--- config.mk ---
export PLATFORM = sky130hd
export DESIGN_NAME = seven_seg_scanner
export DESIGN_NICKNAME = d
export VERILOG_FILES = /design/src/rtl/seven_seg_scanner_pkg.sv /design/src/rtl/seven_seg_scanner_bin2bcd.sv /design/src/rtl/seven_seg_scanner.sv
export SDC_FILE = /design/constraint.sdc
export NUM_CORES = 1
export LEC_CHECK = 0
export BUFFER_PORTS_ARGS = -buffer_cell sky130_fd_sc_hd__buf_2
export CORE_MARGIN = 2
export CORE_UTILIZATION = 50
export CTS_BUF_LIST = sky130_fd_sc_hd__clkbuf_4
export DETAILED_ROUTE_END_ITERATION = 8
export HOLD_SLACK_MARGIN = 0.1
export PLACE_DENSITY = 0.79
export SLEW_MARGIN = 20
export SYNTH_ARGS = -nofsm -noshare
export SYNTH_HDL_FRONTEND = slang
export SYNTH_HIERARCHICAL = 1
export SYNTH_SLANG_ARGS = --single-unit
export TNS_END_PERCENT = 50
--- constraint.sdc ---
create_clock -name clk -period 5.3 [get_ports clk]
set_input_delay 0.795 -clock clk [delete_from_list [all_inputs] [get_ports clk]]
set_output_delay 0.795 -clock clk [all_outputs]
set_load 0.02 [all_outputs]
--- src/rtl/seven_seg_scanner_pkg.sv ---
// Shared widths, limits and FSM encoding for the seven-segment scanner.
// Build option: SCAN_ERR_DISPLAY_EN (out-of-range values display as "EEEE").
package seven_seg_pkg;
    localparam int DIGIT_W    = 5;
    localparam int EXP_W      = 3;
    localparam int NUM_DIGITS = 4;
    localparam int BIN_W      = 14;
    localparam int BCD_W      = 4 * NUM_DIGITS;

    localparam logic [BIN_W-1:0]   MAX_VAL  = 14'd9999;
    localparam logic [DIGIT_W-1:0] ERR_CODE = 5'h1F;

    typedef enum logic [1:0] {
        IDLE    = 2'd0,
        CONVERT = 2'd1,
        COMMIT  = 2'd2
    } state_t;
endpackage

--- src/rtl/seven_seg_scanner_bin2bcd.sv ---
// Iterative double-dabble converter: one add-3/shift step per clock, BIN_W steps total.
// last_shift is high during the cycle whose edge performs the final shift.
module bin2bcd_iter
    import seven_seg_pkg::*;
(
    input  logic             clk,
    input  logic             rst,
    input  logic             start,
    input  logic [BIN_W-1:0] bin,
    output logic [BCD_W-1:0] bcd,
    output logic             last_shift
);
    logic [BCD_W-1:0] bcd_reg;
    logic [BIN_W-1:0] bin_reg;
    logic [3:0]       cnt_reg;
    logic             active_reg;
    logic [BCD_W-1:0] bcd_adj;

    genvar gi;
    generate
        for (gi = 0; gi < NUM_DIGITS; gi++) begin : g_adj
            assign bcd_adj[gi*4 +: 4] = (bcd_reg[gi*4 +: 4] >= 4'd5) ?
                                        bcd_reg[gi*4 +: 4] + 4'd3 : bcd_reg[gi*4 +: 4];
        end
    endgenerate

    assign last_shift = active_reg && (cnt_reg == 4'(BIN_W - 1));
    assign bcd        = bcd_reg;

    always_ff @(posedge clk) begin
        if (rst) begin
            bcd_reg    <= '0;
            bin_reg    <= '0;
            cnt_reg    <= '0;
            active_reg <= 1'b0;
        end else if (start) begin
            bcd_reg    <= '0;
            bin_reg    <= bin;
            cnt_reg    <= '0;
            active_reg <= 1'b1;
        end else if (active_reg) begin
            {bcd_reg, bin_reg} <= {bcd_adj, bin_reg} << 1;
            cnt_reg            <= cnt_reg + 4'd1;
            if (last_shift)
                active_reg <= 1'b0;
        end
    end
endmodule

--- src/rtl/seven_seg_scanner.sv ---
// Binary-to-BCD display source: converts a captured value and scans its four digits.
// Build option: SCAN_ERR_DISPLAY_EN (values above 9999 commit ERR_CODE instead of clamping).
module seven_seg_scanner
    import seven_seg_pkg::*;
#(
    parameter int REFRESH_DIV = 50000
) (
    input  logic               clk,
    input  logic               rst,
    input  logic               load,
    input  logic [BIN_W-1:0]   value,
    output logic [DIGIT_W-1:0] digit,
    output logic [EXP_W-1:0]   exp,
    output logic               busy,
    output logic               done,
    output logic               overflow
);
    localparam int CNT_W = (REFRESH_DIV > 1) ? $clog2(REFRESH_DIV) : 1;

    state_t             state_reg, state_next;
    logic               busy_reg, done_reg, overflow_reg;
    logic [CNT_W-1:0]   refresh_cnt_reg, refresh_cnt_next;
    logic [1:0]         sel_reg, sel_next;
    logic [DIGIT_W-1:0] digit_reg;
    logic [DIGIT_W-1:0] display_reg  [NUM_DIGITS];
    logic [DIGIT_W-1:0] display_next [NUM_DIGITS];
    logic               start, last_shift, show_err, value_big;
    logic [BIN_W-1:0]   bin_in;
    logic [BCD_W-1:0]   bcd;

    assign start     = (state_reg == IDLE) && load;
    assign value_big = value > MAX_VAL;

`ifdef SCAN_ERR_DISPLAY_EN
    logic err_reg;
    assign bin_in   = value;
    assign show_err = err_reg;
    always_ff @(posedge clk) begin
        if (rst)
            err_reg <= 1'b0;
        else if (start)
            err_reg <= value_big;
    end
`else
    assign bin_in   = value_big ? MAX_VAL : value;
    assign show_err = 1'b0;
`endif

    bin2bcd_iter u_bin2bcd (
        .clk        (clk),
        .rst        (rst),
        .start      (start),
        .bin        (bin_in),
        .bcd        (bcd),
        .last_shift (last_shift)
    );

    always_comb begin
        state_next = state_reg;
        case (state_reg)
            IDLE:    if (load) state_next = CONVERT;
            CONVERT: if (last_shift) state_next = COMMIT;
            COMMIT:  state_next = IDLE;
            default: state_next = IDLE;
        endcase
    end

    // Display registers only move on COMMIT, so a half-converted value is never visible.
    genvar gi;
    generate
        for (gi = 0; gi < NUM_DIGITS; gi++) begin : g_disp
            assign display_next[gi] = (state_reg != COMMIT) ? display_reg[gi] :
                                      show_err ? ERR_CODE : {1'b0, bcd[gi*4 +: 4]};
        end
    endgenerate

    always_comb begin
        refresh_cnt_next = refresh_cnt_reg + 1'b1;
        sel_next         = sel_reg;
        if (refresh_cnt_reg == CNT_W'(REFRESH_DIV - 1)) begin
            refresh_cnt_next = '0;
            sel_next         = sel_reg + 2'd1;
        end
    end

    always_ff @(posedge clk) begin
        if (rst) begin
            state_reg       <= IDLE;
            busy_reg        <= 1'b0;
            done_reg        <= 1'b0;
            overflow_reg    <= 1'b0;
            refresh_cnt_reg <= '0;
            sel_reg         <= '0;
            digit_reg       <= '0;
            display_reg     <= '{default: '0};
        end else begin
            state_reg       <= state_next;
            refresh_cnt_reg <= refresh_cnt_next;
            sel_reg         <= sel_next;
            display_reg     <= display_next;
            // Look ahead through both muxes so digit and exp always agree.
            digit_reg       <= display_next[sel_next];
            done_reg        <= (state_reg == COMMIT);
            if (start) begin
                busy_reg     <= 1'b1;
                overflow_reg <= value_big;
            end else if (state_reg == COMMIT) begin
                busy_reg <= 1'b0;
            end
        end
    end

    assign digit    = digit_reg;
    assign exp      = {1'b0, sel_reg};
    assign busy     = busy_reg;
    assign done     = done_reg;
    assign overflow = overflow_reg;
endmodule

==> flow_summary.toml <==
[floorplan]
core_sq_mm = 0.00818
die_y_um = 95.6
start_util = 0.513
rows = 33
die_w_um = 95.6
dieArea_sq_mm = 0.00913
pin_count = 28

[power_and_ir_drop]
clkPwrFrac = 0.378
power_w = 0.00119
power.share.sequential = 0.554
powerDensity_mw_per_mm2 = 266
power_frac_comb = 0.067
power.leakage_nw = 1.67
p_sw_w = 0.000276
p_int_w = 0.000913
vdd_drop_max_uv = 164
swShare = 0.232

[timing]
fin_crit_ns = 2.61
fin_tns_setup_ns = 0
layout_setup_ws_ns = 2.69
finalCritPeriodShare = 0.493
tightest_slew_ns = 1.03
setup_viol = 0
maxSlewViolCount = 0
slew_headroom = 0.310
hold_viol = 0
rsz0062_at_grt = "no"
fmax_mhz = 383
fin_skew_ns = 0.0105

[setup_path]
cpPeakStageDelay_ns = 0.64
cp-start-kind = "flip-flop"
path_class = "reg2reg"
path_cells = "ha_1 -> and3_1 -> and4_4 -> xnor2_4 -> mux2i_1 -> a2111oi_0 -> a211o_1"
cpLargestDelayFamily = "compound AO/OA/AOI/OAI gates"
end_kind = "flip-flop"
path_max_fanout = 13
slowest_stage = "a2111oi_0"
arrival_ns = 3.00
critical_path_buf_inv_count = 0
cp.required_ns = 5.68

[cts]
clk_pin_slew_ns = 0.13
cts_hold_buf = 0
clkLatencyLatePin_ns = 0.43
ctsResizeCount = 0
cts_sinks = 83
root_buffer = "clkbuf_4"
htreeDepth = 3
cts_tree = "built"
cts.path.max_buffers = 2
numCtsBuffers = 9
postCtsSetupBuffers = 0

[drt]
vias = 3512
antenna_left = 0
drt_iter0_drc = 221
wirelength_um = 8390
vias_per_cell = 5.72
dr.pass1.iters = 5
wl_per_cell_um = 13.7
drc = 0

[global_routing]
grt.busiest_layer = "met2"
met3_usage = 0.0577
grt_pass1_wl_um = 13900
grt_antenna_before_repair = 0
met1_usage = 0.249
grt_start_max_net_pins = 54
grt_overflow = 0
grt_pass1_vias = 3075
grt_usage = 0.191
met2_usage = 0.313

[yosys]
ys.flop_type = "dfxtp_1"
synth_cells = 498
synth_common_cells = "dfxtp_1 (83), nor2_1 (64), a21oi_1 (49)"
seq_area_frac_synth = 0.396
synth-async-reset-ratio = 0
yosysTopAreaCell = "dfxtp_1"
synth-seq-cells = 83
synth.distinct_cells = 52
ys.warnings.count = 6
synth_edf_count = 0
yosysMostFrequentCell = "dfxtp_1"
synthesis.nets = 526
ys_top_cells_by_area = "dfxtp_1 (40%), a21oi_1 (5.8%), nor2_1 (5.7%), mux2i_1 (5.0%), nand2_1 (4.3%)"
syn_area_sq_mm = 0.00419
syn_area_per_cell_sq_um = 8.42
synth_top_area_frac = 0.396

[flow_run]
drv_cap = 0

[placement]
place_ws_ns = 2.59
place.gp.congestion = 0.837
place_inst = 598
port-buffer-count = 26
place_hpwl_um = 5490

[cells_and_area]
multiInputGateArea_sq_mm = 0.00228
syn_to_final_growth_pct = 6.80
num-fill-cells = 760
nets = 532
largest_register_ffs = 20
register_area_sq_mm = 0.00166
drive_gt1_frac = 0.118
diodes = 0
stdcell_count = 614

[outcome]
status = "finished clean"

[hold_path]
hold_path_class = "reg2reg"
-- worst register-to-register path, delay by kind of cell (launching register included) --
| family | cells | cell delay [ns] |
|---|---|---|
| mux | 1 | 0.14 |
| xor+xnor | 1 | 0.42 |
| fa+ha+maj | 1 | 0.23 |
| flops | 1 | 0.34 |
| compound gates | 2 | 0.87 |
| simple gates | 2 | 0.59 |
-- per-stage QoR --
| stage | hold slack [ns] | util | cell area (sq um) |
|---|---|---|---|
| after CTS | 0.453 | 0.547 | 4470 |
| after floorplan | 0.413 | - | 4190 |
| after global routing | 0.467 | 0.548 | 4480 |
| after global placement | 0.425 | 0.525 | 4290 |
| final | 0.451 | 0.548 | 4480 |
| after detailed placement | 0.434 | 0.525 | 4290 |
-- per-layer routing --
layer  up-vias  share of wire
met5         -              0
met1      1644           0.46
met4         0         0.0083
met2       100           0.47
li1       1758              -
met3        10          0.059
-- final timing paths --
path | startpoint | endpoint | slack (ns) | cells past startpoint
max | refresh_cnt_reg[0]$_SDFF_PP0_ | digit[3]$_SDFF_PP0_ | 2.69 | 7
min | refresh_cnt_reg[0]$_SDFF_PP0_ | refresh_cnt_reg[0]$_SDFF_PP0_ | 0.45 | 1
max reg2reg | refresh_cnt_reg[0]$_SDFF_PP0_ | digit[3]$_SDFF_PP0_ | 2.69 | 7
min reg2reg | refresh_cnt_reg[0]$_SDFF_PP0_ | refresh_cnt_reg[0]$_SDFF_PP0_ | 0.45 | 1
-- area by class of cell --
cell class	count	area share
clock buffers	10	0.0168
clock inverters	6	0.0232
inverters	17	0.0142
multi-input cells	363	0.509
flip-flops and latches	83	0.371
well taps	105	0.0293
repair buffers	30	0.0358
-- power by group through the flow --
stage / registers [W] / logic, W / clock network [W]
floorplan: 0.000662 / 0.0000710 / 0
global placement: 0.000672 / 0.0000751 / 0
detailed placement: 0.000673 / 0.0000788 / 0
CTS: 0.000660 / 0.0000794 / 0.000464
global route: 0.000663 / 0.0000911 / 0.000483
finish: 0.000659 / 0.0000801 / 0.000450
-- placed cells by master, fill, tap and decap left out, types with 4 or more instances in the layout --
master,instances
and2_1,9
and3_1,5
o22ai_1,4
xnor2_1,7
nor2b_1,5
nand2b_1,12
or4_1,4
buf_2,26
xor2_1,10
a21oi_1,49
nand4b_1,4
nand4_1,8
nand2_1,48
buf_4,4
o41ai_1,4
mux2i_1,21
nor3_1,9
nand3_1,15
inv_1,17
nor4_1,9
a31oi_1,5
o21ai_0,19
ha_1,11
nor2_1,64
clkbuf_4,10
dfxtp_1,82
nor4b_1,4
-- cell families (layout without fill, tap and decap cells) --
logic type	count (synthesis)	in the layout	synth area share
multiplexers	25	25	0.0636
XOR/XNOR	19	19	0.0460
adder cells (fa/ha/maj)	11	11	0.0328
flip-flops	83	83	0.396
AND/OR/NAND/NOR	209	209	0.258
buffers and inverters	52	63	0.0621
AO/OA/AOI/OAI	98	98	0.140
other	1	1	0.000894
No activity file was read; power rests on OpenSTA's default activity.
